==> src/rtl/ofifo_drain_pkg.sv <==
// ofifo_drain_pkg: shared state encoding and lane width for the OFIFO drain block
package ofifo_drain_pkg;
    typedef enum logic [1:0] {
        IDLE  = 2'd0,
        DRAIN = 2'd1,
        FLUSH = 2'd2,
        DONE  = 2'd3
    } state_t;
    localparam int LANE_W = 16;
endpackage

==> src/rtl/ofifo_drain_if.sv <==
// ofifo_drain_if: OFIFO pop handshake plus psum SRAM write port
interface ofifo_drain_if #(
    parameter int col     = 8,
    parameter int psum_bw = 16,
    parameter int addr_bw = 11
);
    logic                     ofifo_valid;
    logic [col*psum_bw-1:0]   ofifo_out;
    logic                     ofifo_rd;
    logic                     sram_cen;
    logic                     sram_wen;
    logic [addr_bw-1:0]       sram_addr;
    logic [col*psum_bw-1:0]   sram_d;
    modport master (
        input  ofifo_valid, ofifo_out,
        output ofifo_rd, sram_cen, sram_wen, sram_addr, sram_d
    );
    modport slave (
        output ofifo_valid, ofifo_out,
        input  ofifo_rd, sram_cen, sram_wen, sram_addr, sram_d
    );
endinterface

==> src/rtl/ofifo_drain_relu.sv <==
// ofifo_drain_relu: per-lane combinational ReLU, negative two's-complement lanes forced to 0
module ofifo_drain_relu
    import ofifo_drain_pkg::*;
#(
    parameter int col     = 8,
    parameter int psum_bw = LANE_W
) (
    input  logic [col*psum_bw-1:0] d,
    output logic [col*psum_bw-1:0] q
);
    for (genvar i = 0; i < col; i++) begin : g_lane
        assign q[psum_bw*i +: psum_bw] = d[psum_bw*(i+1)-1] ? '0 : d[psum_bw*i +: psum_bw];
    end
endmodule

==> src/rtl/ofifo_drain.sv <==
// ofifo_drain: pops OFIFO rows and writes them to psum SRAM at consecutive addresses.
// Optional macro OFIFO_DRAIN_RELU_EN clamps negative lanes to 0 on the pop path.
module ofifo_drain
    import ofifo_drain_pkg::*;
#(
    parameter int col     = 8,
    parameter int psum_bw = LANE_W,
    parameter int addr_bw = 11
) (
    input  logic               clk,
    input  logic               reset,
    input  logic               start,
    input  logic [addr_bw-1:0] base_addr,
    input  logic [addr_bw-1:0] num_words,
    input  logic               hold,
    output logic               busy,
    output logic               done,
    ofifo_drain_if.master      bus
);
    state_t                 state, state_nx;
    logic [addr_bw-1:0]     rem_q, addr_q;
    logic [col*psum_bw-1:0] d_q, pop_d;
    logic                   wr_q, pop;

`ifdef OFIFO_DRAIN_RELU_EN
    ofifo_drain_relu #(.col(col), .psum_bw(psum_bw)) u_relu (
        .d(bus.ofifo_out),
        .q(pop_d)
    );
`else
    assign pop_d = bus.ofifo_out;
`endif

    always_comb begin
        state_nx = state;
        pop      = 1'b0;
        unique case (state)
            IDLE:  state_nx = !start ? IDLE : (num_words == '0 ? DONE : DRAIN);
            DRAIN: begin
                pop      = bus.ofifo_valid && !hold && rem_q != '0;
                state_nx = (pop && rem_q == addr_bw'(1)) ? FLUSH : DRAIN;
            end
            FLUSH: state_nx = DONE;
            default: state_nx = IDLE;
        endcase
    end

    // Write stage is one cycle behind the pop; outputs come straight from registers.
    always_ff @(posedge clk or negedge reset) begin
        if (!reset) begin
            state  <= IDLE;
            rem_q  <= '0;
            addr_q <= '0;
            d_q    <= '0;
            wr_q   <= 1'b0;
        end else begin
            state <= state_nx;
            wr_q  <= pop;
            if (pop) begin
                d_q   <= pop_d;
                rem_q <= rem_q - addr_bw'(1);
            end
            if (state == IDLE && start) begin
                addr_q <= base_addr;
                rem_q  <= num_words;
            end else if (wr_q) begin
                addr_q <= addr_q + addr_bw'(1);
            end
        end
    end

    assign bus.ofifo_rd  = pop;
    assign bus.sram_cen  = !wr_q;
    assign bus.sram_wen  = !wr_q;
    assign bus.sram_addr = addr_q;
    assign bus.sram_d    = d_q;
    assign busy          = state != IDLE;
    assign done          = state == DONE;
endmodule

==> src/flat_wrapper.sv <==
// flat-port wrapper written by rule: the top's interface ports become plain ports
module ofifo_drain_flat import ofifo_drain_pkg::*;
#(
    parameter int col     = 8,
    parameter int psum_bw = LANE_W,
    parameter int addr_bw = 11
)
  (clk, reset, start, base_addr, num_words, hold, busy, done, bus_ofifo_valid, bus_ofifo_out, bus_ofifo_rd, bus_sram_cen, bus_sram_wen, bus_sram_addr, bus_sram_d);
  ofifo_drain_if #(.col(col), .psum_bw(psum_bw), .addr_bw(addr_bw)) bus_i ();
  input  logic clk;
  input  logic reset;
  input  logic start;
  input  logic [addr_bw-1:0] base_addr;
  input  logic [addr_bw-1:0] num_words;
  input  logic hold;
  output logic busy;
  output logic done;
  input wire logic [$bits(bus_i.ofifo_valid)-1:0] bus_ofifo_valid;
  input wire logic [$bits(bus_i.ofifo_out)-1:0] bus_ofifo_out;
  output wire logic [$bits(bus_i.ofifo_rd)-1:0] bus_ofifo_rd;
  output wire logic [$bits(bus_i.sram_cen)-1:0] bus_sram_cen;
  output wire logic [$bits(bus_i.sram_wen)-1:0] bus_sram_wen;
  output wire logic [$bits(bus_i.sram_addr)-1:0] bus_sram_addr;
  output wire logic [$bits(bus_i.sram_d)-1:0] bus_sram_d;
  assign bus_i.ofifo_valid = bus_ofifo_valid;
  assign bus_i.ofifo_out = bus_ofifo_out;
  assign bus_ofifo_rd = bus_i.ofifo_rd;
  assign bus_sram_cen = bus_i.sram_cen;
  assign bus_sram_wen = bus_i.sram_wen;
  assign bus_sram_addr = bus_i.sram_addr;
  assign bus_sram_d = bus_i.sram_d;
  ofifo_drain #(.col(col), .psum_bw(psum_bw), .addr_bw(addr_bw)) u_core (.clk(clk), .reset(reset), .start(start), .base_addr(base_addr), .num_words(num_words), .hold(hold), .busy(busy), .done(done), .bus(bus_i));
endmodule
==> config.mk <==
export PLATFORM = sky130hd
export DESIGN_NAME = ofifo_drain_flat
export DESIGN_NICKNAME = d
export VERILOG_FILES = /design/src/rtl/ofifo_drain_pkg.sv /design/src/rtl/ofifo_drain_if.sv /design/src/rtl/ofifo_drain_relu.sv /design/src/rtl/ofifo_drain.sv /design/src/flat_wrapper.sv
export SDC_FILE = /design/constraint.sdc
export NUM_CORES = 1
export LEC_CHECK = 0
export BUFFER_PORTS_ARGS = -buffer_cell sky130_fd_sc_hd__buf_2
export CELL_PAD_IN_SITES_DETAIL_PLACEMENT = 1
export CELL_PAD_IN_SITES_GLOBAL_PLACEMENT = 2
export CORE_MARGIN = 5
export CORE_UTILIZATION = 33
export CTS_CLUSTER_DIAMETER = 50
export DETAILED_ROUTE_END_ITERATION = 10
export PLACE_DENSITY_LB_ADDON = 0.1
export REMOVE_ABC_BUFFERS = 1
export SYNTH_ARGS = -nofsm -noshare
export SYNTH_HDL_FRONTEND = slang
export SYNTH_SLANG_ARGS = --single-unit
==> constraint.sdc <==
create_clock -name clk -period 5.36 [get_ports clk]
set_input_delay 0.268 -clock clk [delete_from_list [all_inputs] [get_ports clk]]
set_output_delay 0.268 -clock clk [all_outputs]
set_load 0.05 [all_outputs]
==> results.json <==
{
  "p_switching_mw": 1.716,
  "swShare_pct": 40.09,
  "synthArstFlopShare_pct": 100.0,
  "ctsResizeCount": 0,
  "placed_cell_area_sq_um": 8358,
  "worst_setup_path_start_kind": "flop",
  "period_needed_ns": 3.072,
  "drcViolationCount": 0,
  "cts_tree": "done",
  "finalCritPeriodShare_pct": 57.31,
  "relSlewSlack_pct": 30.38,
  "seq_area_frac_synth_pct": 57.17,
  "grt_pass1_wl_um": 30510,
  "worstPathArrival_ns": 2.80,
  "rrSetupSlack_ns": 2.41,
  "setup_ws_ns": 2.288,
  "ir_drop_mv": 0.2024,
  "p_leak_nw": 4.378,
  "p_per_area_nw_per_um2": 477.4,
  "drive_gt1_share_pct": 62.47,
  "grt_pass1_vias": 5379,
  "cts_buffer_depth": 2,
  "hold_viol_final": 0,
  "io_buffers": 298,
  "hold_start": "base_addr[10]",
  "postLayoutCellArea_sq_um": 8967,
  "min_path_cells": 3,
  "vias": 4692,
  "pwr-share-comb_pct": 35.1,
  "crit_type": "reg2out",
  "worstPathRequired_ns": 5.09,
  "path_max_fanout": 87,
  "drt-initial-drc-count": 118,
  "clk_pin_slew_worst_paths_ns": 0.06,
  "muxShareOfSynthArea_pct": 26.72,
  "tightest_slew_ns": 1.044,
  "synth-xor-area-share_pct": 1.439,
  "cts_max_level": 4,
  "grt.total_usage_pct": 16.66,
  "synth_top_area_share_pct": 57.17,
  "synth.distinct_cells": 52,
  "multiInputGateArea_sq_um": 2625,
  "yosys.area.top_type": "dfrtp_1",
  "dieWidth_um": 152.5,
  "antenna_found_initial": 4,
  "synthFlopType": "dfrtp_1",
  "yosys_warnings": 0,
  "cts-root-buf": "clkbuf_16",
  "dp_slack_ns": 2.357,
  "worstReg2RegEnd": "u_core.bus.sram_d[86]",
  "regArea_sq_um": 3829,
  "synthCells": 442,
  "die_area_sq_um": 23240,
  "drtPass1Iterations": 4,
  "ys_ff_latch": 153,
  "synth.cells.most_frequent": "dfrtp_1, mux2_4, mux2_2, nand2_1, nor2_1",
  "synth_fa_ha_area_share_pct": 0.5605,
  "holdWs_ns": 0.06435,
  "grt_start_max_net_pins": 88,
  "fin_worst_skew_ns": 0.01278,
  "synth_edf_count": 0,
  "place_congestion": 0.7425,
  "regToRegStartpoint": "u_core.rem_q[0]",
  "maxCapViolations": 0,
  "area_growth_pct": 33.91,
  "p_int_mw": 2.565,
  "clock_sinks": 153,
  "synthSimpleGateAreaFrac_pct": 6.951,
  "path_cells": "inv_1, ha_1, nor3b_4, nand4_4, nand2_4, inv_6, buf_2",
  "cts_buffers": 17,
  "ant_nets": 0,
  "final_max_slew_viol_count": 0,
  "fmax_ghz": 0.3255,
  "fill_cells": 2163,
  "num-nets-final": 899,
  "synth_compound_area_share_pct": 3.531,
  "cp_slowest_cell": "inv_6",
  "syn_area_sq_um": 6696,
  "finalSetupTns_ns": 0,
  "status": "completed",
  "synth_top_family_by_area": "multiplexers",
  "avgSynthCellArea_sq_um": 15.15,
  "rows": 52,
  "r2r_cells": 8,
  "clk_latency_ns": 0.42,
  "power.share.clock_pct": 28.4,
  "core-area_sq_um": 20100,
  "setup_violations": 0,
  "pin_count": 299,
  "p_seq_share_pct": 36.5,
  "hold_end": "u_core.bus.sram_addr[10]",
  "rsz0062_at_grt": "false",
  "end_kind": "output port",
  "overflow": 0,
  "via_per_inst": 4.578,
  "yosysMostFrequentCell": "dfrtp_1",
  "die_y_um": 152.5,
  "routedWlPerCell_um": 18.86,
  "hp-class": "in2reg",
  "worst_path_largest_cell_delay_ns": 0.74,
  "initial_core_util_pct": 33.31,
  "synth_area_leaders": "dfrtp_1, mux2_4, mux2_2, buf_8, nand2_1",
  "totalWireLength_um": 19330,
  "place_hpwl_um": 14550
}
## state kept, by name, summed over array words and instances (netlist names)
signal / count
u_core.state: 2
u_core.rem_q: 11
u_core.wr_q: 1
u_core.bus.sram_d: 128
u_core.bus.sram_addr: 11
## placed cells by master (no fill, tap or decap), types with 8 or more instances in the layout
master,count
buf_2,297
dfrtp_1,153
mux2_4,90
mux2_2,38
nand2_1,22
nor2_1,18
clkbuf_16,17
a21oi_1,9
inv_1,8
o21ai_0,8
## power groups by stage
stage	sequential (mW)	clock [mW]	combinational, mW
2_1_floorplan	2.26	0	0.422
3_3_place_gp	1.57	0	1.51
3_5_place_dp	1.58	0	1.53
4_1_cts	1.57	1.25	1.53
5_1_grt	1.60	1.31	1.58
6_report	1.56	1.21	1.50
## worst max-delay path, delay by kind of cell, from the launching register on
kind,cells,cell delay [ns]
flops,1,0.41
simple gates,3,0.41
buf+inv,3,1.23
fa+ha+maj,1,0.27
## through the flow
step	utilization (%)	total power, mW	instances
floorplan	-	2.678	419
global placement	41.57	3.079	991
detailed placement	41.57	3.107	991
CTS	44.59	4.346	1024
global route	44.59	4.491	1024
finish	44.60	4.281	1025
## timing repair
item / CTS / global route
hold buffers: 1 / 0
setup buffers: 0 / 0
setup endpoints to repair: 0 / 0
endpoints found under the hold margin: 82 / 0
## routing by layer
layer	GRT usage (%)	wire (um)	part of all wire, %	vias up
li1	-	-	-	2170
met1	18.14	7054	36	2354
met2	30.36	10510	54	138
met3	6.390	1488	7.7	22
met4	4.497	233	1.2	8
met5	0	51	0.26	-
## cell families (layout without fill, tap and decap cells)
family	after synthesis	after routing
flip-flops	153	153
XOR/XNOR	11	11
AND/OR/NAND/NOR	79	79
other	0	1
multiplexers	129	129
AO/OA/AOI/OAI	35	35
buffers and inverters	32	344
adder cells (fa/ha/maj)	3	3
## final cells by class
cell class	count	area share, %
clock inverters	12	1.563
well taps	270	3.767
clock buffers	20	5.093
repair buffers	303	17.15
flip-flops and latches	153	42.70
multi-input cells	257	29.27
diodes	1	0.02791
inverters	9	0.4325
## worst max path at each step
stage                    startpoint                endpoint  slack, ns  cells after the start
global placement    u_core.rem_q[0]   u_core.bus.sram_d[89]       2.44                      8
global route        u_core.rem_q[0]            bus_ofifo_rd       2.12                      7
finish              u_core.rem_q[0]            bus_ofifo_rd       2.29                      7
detailed placement  u_core.rem_q[0]  u_core.bus.sram_d[108]       2.36                      8
floorplan           u_core.rem_q[0]  u_core.bus.sram_d[100]       1.62                      7
CTS                 u_core.rem_q[0]            bus_ofifo_rd       2.25                      7
Note: power is estimated with default switching activity, not from simulation.
